[src/rtl/stopwatch_pkg.sv]
// Shared types and constants for the mm:ss stopwatch control path.
package stopwatch_pkg;

    localparam int unsigned SCAN_W  = 2;
    localparam int unsigned DIGIT_W = 4;
    localparam int unsigned PRESC_W = 7;

    // Highest legal value of a units digit and of a tens digit
    localparam logic [DIGIT_W-1:0] BCD_UNITS_MAX = 4'd9;
    localparam logic [DIGIT_W-1:0] BCD_TENS_MAX  = 4'd5;

    // Digit index driven on scan_sel
    localparam logic [SCAN_W-1:0] DIG_SEC0 = 2'd0;
    localparam logic [SCAN_W-1:0] DIG_SEC1 = 2'd1;
    localparam logic [SCAN_W-1:0] DIG_MIN0 = 2'd2;
    localparam logic [SCAN_W-1:0] DIG_MIN1 = 2'd3;

    typedef enum logic [1:0] {
        IDLE  = 2'd0,
        RUN   = 2'd1,
        PAUSE = 2'd2,
        LAP   = 2'd3
    } sw_state_t;

    typedef struct packed {
        logic [DIGIT_W-1:0] min1;
        logic [DIGIT_W-1:0] min0;
        logic [DIGIT_W-1:0] sec1;
        logic [DIGIT_W-1:0] sec0;
    } bcd_time_t;

    typedef struct packed {
        logic               carry;
        logic [DIGIT_W-1:0] digit;
    } bcd_step_t;

    // One BCD digit stage: wraps to 0 and carries at (or beyond) its limit
    function automatic bcd_step_t bcd_step(input logic [DIGIT_W-1:0] d,
                                           input logic [DIGIT_W-1:0] lim,
                                           input logic               inc);
        bcd_step_t r;
        r.carry = 1'b0;
        r.digit = d;
        if (inc) begin
            if (d >= lim) begin
                r.carry = 1'b1;
                r.digit = '0;
            end else begin
                r.digit = d + DIGIT_W'(1);
            end
        end
        return r;
    endfunction

endpackage

[src/rtl/stopwatch_ctrl_if.sv]
// Button/tick inputs and display-side outputs of the stopwatch controller.
interface stopwatch_ctrl_if;
    import stopwatch_pkg::*;

    logic               tick_100hz;
    logic               scan_tick;
    logic               start_stop;
    logic               lap;
    logic               clear;
    logic [DIGIT_W-1:0] sec0;
    logic [DIGIT_W-1:0] sec1;
    logic [DIGIT_W-1:0] min0;
    logic [DIGIT_W-1:0] min1;
    logic               lap_or_not;
    logic               count_en;
    logic [SCAN_W-1:0]  scan_sel;
    logic               rollover;

    // Button/time-base side
    modport master (
        output tick_100hz, scan_tick, start_stop, lap, clear,
        input  sec0, sec1, min0, min1, lap_or_not, count_en, scan_sel, rollover
    );

    // Stopwatch controller side
    modport slave (
        input  tick_100hz, scan_tick, start_stop, lap, clear,
        output sec0, sec1, min0, min1, lap_or_not, count_en, scan_sel, rollover
    );

endinterface

[src/rtl/bcd_time_counter.sv]
// Prescaler plus mm:ss BCD cascade; clear zeroes both, rollover flags 59:59 -> 00:00.
module bcd_time_counter
    import stopwatch_pkg::*;
#(
    parameter int unsigned PRESCALE = 100
) (
    input  logic      clk,
    input  logic      rst,
    input  logic      en,
    input  logic      clr,
    input  logic      tick,
    output bcd_time_t count,
    output logic      rollover
);

    logic [PRESC_W-1:0] presc;
    logic               sec_inc_c;
    bcd_step_t          s0_c;
    bcd_step_t          s1_c;
    bcd_step_t          m0_c;
    bcd_step_t          m1_c;

    assign sec_inc_c = en && tick && (presc == PRESC_W'(PRESCALE - 1));

    // Next digit values; each stage increments only on the carry of the one below
    always_comb begin
        s0_c = bcd_step(count.sec0, BCD_UNITS_MAX, sec_inc_c);
        s1_c = bcd_step(count.sec1, BCD_TENS_MAX,  s0_c.carry);
        m0_c = bcd_step(count.min0, BCD_UNITS_MAX, s1_c.carry);
        m1_c = bcd_step(count.min1, BCD_TENS_MAX,  m0_c.carry);
    end

    // Prescaler, digit and rollover registers
    always_ff @(posedge clk) begin
        if (rst || clr) begin
            presc    <= '0;
            count    <= '0;
            rollover <= 1'b0;
        end else begin
            rollover <= m1_c.carry;
            if (en && tick) begin
                if (sec_inc_c) begin
                    presc <= '0;
                end else begin
                    presc <= presc + PRESC_W'(1);
                end
            end
            count.sec0 <= s0_c.digit;
            count.sec1 <= s1_c.digit;
            count.min0 <= m0_c.digit;
            count.min1 <= m1_c.digit;
        end
    end

endmodule

[src/rtl/stopwatch_ctrl.sv]
// Stopwatch control FSM, digit-scan counter and time base instance.
module stopwatch_ctrl
    import stopwatch_pkg::*;
#(
    parameter int unsigned PRESCALE = 100
) (
    input  logic           clk,
    input  logic           rst,
    stopwatch_ctrl_if.slave bus
);

    sw_state_t         state;
    logic              count_en;
    logic              lap_or_not;
    logic [SCAN_W-1:0] scan_sel;
    logic              zero_c;
    bcd_time_t         count;
    logic              rollover;

    // Clear only acts from PAUSE, and it zeroes the time base on the same edge
    assign zero_c = (state == PAUSE) && bus.clear;

    // FSM; count_en/lap_or_not are registered together with the state they decode
    always_ff @(posedge clk) begin
        if (rst) begin
            state      <= IDLE;
            count_en   <= 1'b0;
            lap_or_not <= 1'b1;
        end else begin
            unique case (state)
                IDLE: begin
                    if (bus.start_stop) begin
                        state    <= RUN;
                        count_en <= 1'b1;
                    end
                end
                RUN: begin
                    if (bus.start_stop) begin
                        state    <= PAUSE;
                        count_en <= 1'b0;
                    end else if (bus.lap) begin
                        state      <= LAP;
                        lap_or_not <= 1'b0;
                    end
                end
                LAP: begin
                    if (bus.start_stop) begin
                        state      <= PAUSE;
                        count_en   <= 1'b0;
                        lap_or_not <= 1'b1;
                    end else if (bus.lap) begin
                        state      <= RUN;
                        lap_or_not <= 1'b1;
                    end
                end
                PAUSE: begin
                    if (bus.clear) begin
                        state <= IDLE;
                    end else if (bus.start_stop) begin
                        state    <= RUN;
                        count_en <= 1'b1;
                    end
                end
                default: begin
                    state      <= IDLE;
                    count_en   <= 1'b0;
                    lap_or_not <= 1'b1;
                end
            endcase
        end
    end

    // Free-running digit scan, modulo 4, independent of the FSM
    always_ff @(posedge clk) begin
        if (rst) begin
            scan_sel <= DIG_SEC0;
        end else if (bus.scan_tick) begin
            scan_sel <= (scan_sel == DIG_MIN1) ? DIG_SEC0 : scan_sel + SCAN_W'(1);
        end
    end

    bcd_time_counter #(
        .PRESCALE (PRESCALE)
    ) u_time (
        .clk      (clk),
        .rst      (rst),
        .en       (count_en),
        .clr      (zero_c),
        .tick     (bus.tick_100hz),
        .count    (count),
        .rollover (rollover)
    );

    assign bus.sec0       = count.sec0;
    assign bus.sec1       = count.sec1;
    assign bus.min0       = count.min0;
    assign bus.min1       = count.min1;
    assign bus.count_en   = count_en;
    assign bus.lap_or_not = lap_or_not;
    assign bus.scan_sel   = scan_sel;
    assign bus.rollover   = rollover;

endmodule

[src/flat_wrapper.sv]
// flat-port wrapper written by rule: the top's interface ports become plain ports
module stopwatch_ctrl_flat import stopwatch_pkg::*;
#(
    parameter int unsigned PRESCALE = 100
)
  (clk, rst, bus_tick_100hz, bus_scan_tick, bus_start_stop, bus_lap, bus_clear, bus_sec0, bus_sec1, bus_min0, bus_min1, bus_lap_or_not, bus_count_en, bus_scan_sel, bus_rollover);
  stopwatch_ctrl_if bus_i ();
  input  logic clk;
  input  logic rst;
  input wire logic [$bits(bus_i.tick_100hz)-1:0] bus_tick_100hz;
  input wire logic [$bits(bus_i.scan_tick)-1:0] bus_scan_tick;
  input wire logic [$bits(bus_i.start_stop)-1:0] bus_start_stop;
  input wire logic [$bits(bus_i.lap)-1:0] bus_lap;
  input wire logic [$bits(bus_i.clear)-1:0] bus_clear;
  output wire logic [$bits(bus_i.sec0)-1:0] bus_sec0;
  output wire logic [$bits(bus_i.sec1)-1:0] bus_sec1;
  output wire logic [$bits(bus_i.min0)-1:0] bus_min0;
  output wire logic [$bits(bus_i.min1)-1:0] bus_min1;
  output wire logic [$bits(bus_i.lap_or_not)-1:0] bus_lap_or_not;
  output wire logic [$bits(bus_i.count_en)-1:0] bus_count_en;
  output wire logic [$bits(bus_i.scan_sel)-1:0] bus_scan_sel;
  output wire logic [$bits(bus_i.rollover)-1:0] bus_rollover;
  assign bus_i.tick_100hz = bus_tick_100hz;
  assign bus_i.scan_tick = bus_scan_tick;
  assign bus_i.start_stop = bus_start_stop;
  assign bus_i.lap = bus_lap;
  assign bus_i.clear = bus_clear;
  assign bus_sec0 = bus_i.sec0;
  assign bus_sec1 = bus_i.sec1;
  assign bus_min0 = bus_i.min0;
  assign bus_min1 = bus_i.min1;
  assign bus_lap_or_not = bus_i.lap_or_not;
  assign bus_count_en = bus_i.count_en;
  assign bus_scan_sel = bus_i.scan_sel;
  assign bus_rollover = bus_i.rollover;
  stopwatch_ctrl #(.PRESCALE(PRESCALE)) u_core (.clk(clk), .rst(rst), .bus(bus_i));
endmodule
[config.mk]
export PLATFORM = sky130hd
export DESIGN_NAME = stopwatch_ctrl_flat
export DESIGN_NICKNAME = d
export VERILOG_FILES = /design/src/rtl/stopwatch_pkg.sv /design/src/rtl/stopwatch_ctrl_if.sv /design/src/rtl/bcd_time_counter.sv /design/src/rtl/stopwatch_ctrl.sv /design/src/flat_wrapper.sv
export SDC_FILE = /design/constraint.sdc
export NUM_CORES = 1
export LEC_CHECK = 0
export ABC_AREA = 1
export ABC_CLOCK_PERIOD_IN_PS = 1900
export CAP_MARGIN = 20
export CELL_PAD_IN_SITES_DETAIL_PLACEMENT = 0
export CELL_PAD_IN_SITES_GLOBAL_PLACEMENT = 2
export CORE_ASPECT_RATIO = 1.75
export CORE_MARGIN = 2
export CORE_UTILIZATION = 29
export DETAILED_ROUTE_END_ITERATION = 8
export PLACE_DENSITY = 0.77
export SLEW_MARGIN = 25
export SYNTH_ARGS = -nofsm -noshare
export SYNTH_HDL_FRONTEND = slang
export SYNTH_HIERARCHICAL = 1
export SYNTH_SLANG_ARGS = --single-unit
[constraint.sdc]
create_clock -name clk -period 1.9 [get_ports clk]
set_clock_uncertainty 0.2 [all_clocks]
set_input_delay 0.285 -clock clk [delete_from_list [all_inputs] [get_ports clk]]
set_output_delay 0.285 -clock clk [all_outputs]
set_load 0.05 [all_outputs]
==> flow_metrics.env <==
export IMPL_path_cells="inv_1, ha_1, nand3b_1, nand2_1, inv_1, nand2_1, nand2_1, a211oi_1"
export IMPL_cts_tree="built"
export IMPL_slew_headroom=0.8313
export IMPL_synth_cell_types=28
export IMPL_cp_start_kind="flip-flop"
export IMPL_clkTransAtPathRegs_ns=0.07
export IMPL_grt_overflow_total=0
export IMPL_die_w_microns=60.05
export IMPL_crit_slowest_cell="dfxtp_2"
export IMPL_wl_mm=3.519
export IMPL_p_seq_frac=0.503
export IMPL_vias=1447
export IMPL_ir_drop_v=0.0004736
export IMPL_worstSetupEndpointType="flip-flop"
export IMPL_cts_max_level=2
export IMPL_synthCells=212
export IMPL_period_share=0.8943
export IMPL_min_path_type="flip-flop to flip-flop"
export IMPL_fp_dieArea_sq_um=6129
export IMPL_coreArea_sq_um=5299
export IMPL_fillers=578
export IMPL_cts_hold_buffers=0
export IMPL_yosysWarnings=6
export IMPL_synth_largest_area_cell="dfxtp_1"
export IMPL_antenna_left=0
export IMPL_clk_latency_ns=0.28
export IMPL_p_int_uw=977.9
export IMPL_syn_to_final_growth_pct=30.22
export IMPL_yosysTopAreaCellShare=0.3768
export IMPL_hpwl_mm=2.886
export IMPL_ys_ff_latch=30
export IMPL_final_max_slew_violation_count=0
export IMPL_gp_congestion=0.7068
export IMPL_grt_max_degree=11
export IMPL_grt_pass1_wl_mm=5.975
export IMPL_max_stage_delay_ns=0.34
export IMPL_start_util=0.3008
export IMPL_netSwitchingFraction=0.2460
export IMPL_leakagePower_uw=0.0009765
export IMPL_antenna_found_initial=0
export IMPL_seq_area_sq_um=605.6
export IMPL_io_buffers=27
export IMPL_synth_area_top_cells="dfxtp_1 38%, ha_1 11%, nand2_1 9.9%, inv_1 7.5%, nor2_1 4.2%"
export IMPL_wl_per_cell_microns=10.70
export IMPL_combPwrFrac=0.087
export IMPL_finalHoldViolCount=0
export IMPL_cts_buffers=5
export IMPL_multi_input_area_sq_um=852.1
export IMPL_num_rows=35
export IMPL_grtUsageTotal=0.1304
export IMPL_worstPathArrival_ns=1.69
export IMPL_cts_resized_gates=0
export IMPL_cts_setup_buffers=0
export IMPL_die_height_microns=102.1
export IMPL_power_total_uw=1297
export IMPL_switching_power_uw=319.1
export IMPL_powerDensity_nw_per_um2=624.8
export IMPL_worstMarginPinSlew_ns=0.2511
export IMPL_cp_required_ns=1.89
export IMPL_rsz0062_at_grt="false"
export IMPL_ios=28
export IMPL_syn_area_sq_um=1594
export IMPL_yosysSeqAreaShare=0.3768
export IMPL_syn_area_per_cell_sq_um=7.519
export IMPL_fmax_mhz=588.5
export IMPL_cp_common_cell="nand2_1"
export IMPL_firstDrtPassIters=4
export IMPL_synthesis_nets=233
export IMPL_layout_drive_gt1_share=0.2235
export IMPL_power_frac_clock=0.410
export IMPL_clockBufferDepth=2
export IMPL_period_minus_slack_ns=1.699
export IMPL_clock_sinks=30
export IMPL_dp_cells=321
export IMPL_via_per_inst=4.398
export IMPL_grt_pass1_vias=1404
export IMPL_cap_violations=0
export IMPL_crit_fanout=6
export IMPL_fin_cells=329
export IMPL_drc=0
export IMPL_cts_root_buffer="clkbuf_8"
export IMPL_status="finished, final reports clean"
export IMPL_antenna_cells=0
export IMPL_crit_type="flip-flop to flip-flop"
export IMPL_fin_nets=275
export IMPL_report_final_setup_viol=0
export IMPL_initialDrtViolationCount=38
export IMPL_hold_slack_ns=0.2765
layout make-up:
type                    instances  share of cell area
clock inverters                 1            0.002411
multi-input cells             145              0.4105
clock buffers                   7             0.04159
well taps                      74             0.04461
repair buffers                 36              0.1435
inverters                      36             0.06570
flip-flops and latches         30              0.2917
synth_stat cells:
library cell	n
nand2_4	2
nand3_2	3
and3_1	1
nor3_1	7
nand4_1	5
o31ai_1	1
a21oi_1	13
o21ai_1	1
nand3b_1	3
xnor2_1	1
xor2_1	2
nand2_1	42
clkinv_2	1
nor2_2	2
nand3_1	13
nor2_8	1
dfxtp_1	30
nor2_1	18
ha_1	14
a211oi_1	1
inv_2	3
o21ai_2	1
nor2_4	2
buf_2	1
a21boi_0	1
inv_1	32
nand2_2	1
o21ai_0	10
power by group through the flow:
stage / Sequential, uW / Clock, uW / Combinational, uW
4_1_cts: 653 / 558 / 115
5_1_grt: 654 / 582 / 126
6_report: 653 / 532 / 113
3_3_place_gp: 668 / 0 / 114
3_5_place_dp: 667 / 0 / 115
2_1_floorplan: 686 / 0 / 46.6
critical path, delay by kind of cell, from the launching register on:
family                     cells  cell delay (ns)
DFF                            1             0.34
adders and majority gates      1             0.17
AOI/OAI and AO/OA              1             0.20
buffers and inverters          2             0.13
and+or+nand+nor                4             0.57
kinds of logic (layout without fill, tap and decap cells):
family	count (synthesis)	after routing	synth area share
AND/OR/NAND/NOR	100	100	0.3132
buffers and inverters	37	80	0.08869
flip-flops	30	30	0.3768
AO/OA/AOI/OAI	28	28	0.09498
adder cells (fa/ha/maj)	14	14	0.1099
XOR/XNOR	3	3	0.01649
routing by layer:
layer / wire length (microns) / track usage / up-vias
met5: 0 / 0 / -
met4: 82 / 0.06154 / 0
met3: 107 / 0.02658 / 5
met2: 2071 / 0.2567 / 26
met1: 1258 / 0.1196 / 657
li1: - / - / 759
sequential cells by signal, indices dropped and copies added, names as in the netlist:
register / count
u_core/bus.lap_or_not: 1
u_core/state: 2
u_core/bus.scan_sel: 2
u_core/u_time/count: 16
u_core/u_time/presc: 7
u_core/bus.count_en: 1
u_core/u_time/rollover: 1
path summary, 6_finish.rpt:
check	start	endpoint	slack, ns	depth (start not counted)
min	u_core/u_time/presc[6]	u_core/u_time/presc[6]	0.28	1
min reg2reg	u_core/u_time/presc[6]	u_core/u_time/presc[6]	0.28	1
max reg2reg	u_core/u_time/count[1]	u_core/u_time/count[1]	0.20	8
max	u_core/u_time/count[1]	u_core/u_time/count[1]	0.20	8
per-stage QoR:
stage	TNS (ns)	worst slack [ns]	cell area [sq um]	utilization
after floorplan	0	0.02646	1599	-
after global placement	-0.01478	-0.008055	1984	0.3745
after detailed placement	-0.1194	-0.03193	1984	0.3745
after CTS	0	0.1629	2076	0.3917
after global routing	0	0.07115	2076	0.3917
final	0	0.2009	2076	0.3917
cell usage in the layout (no fill, tap or decap):
master and n:
inv_2 3, nand3b_1 3, xor2_1 2, inv_1 32, clkbuf_1 1, clkdlybuf4s50_1 6, clkinv_2 2, buf_4 29
nor3_1 7, nor2_1 18, nand3_1 13, a211oi_1 1, nand4_1 5, nand3_2 3, nand2_4 2, nor2_8 1
o31ai_1 1, and3_1 1, dfxtp_1 26, ha_1 14, o21ai_0 10, xnor2_1 1, buf_12 1, a21oi_1 13
o21ai_1 1, nand2_1 42, clkbuf_8 6, a21boi_0 1, nor2_4 2, nand2_2 1, o21ai_2 1, dfxtp_2 4
nor2_2 2
No activity file was read; power rests on OpenSTA's default activity.
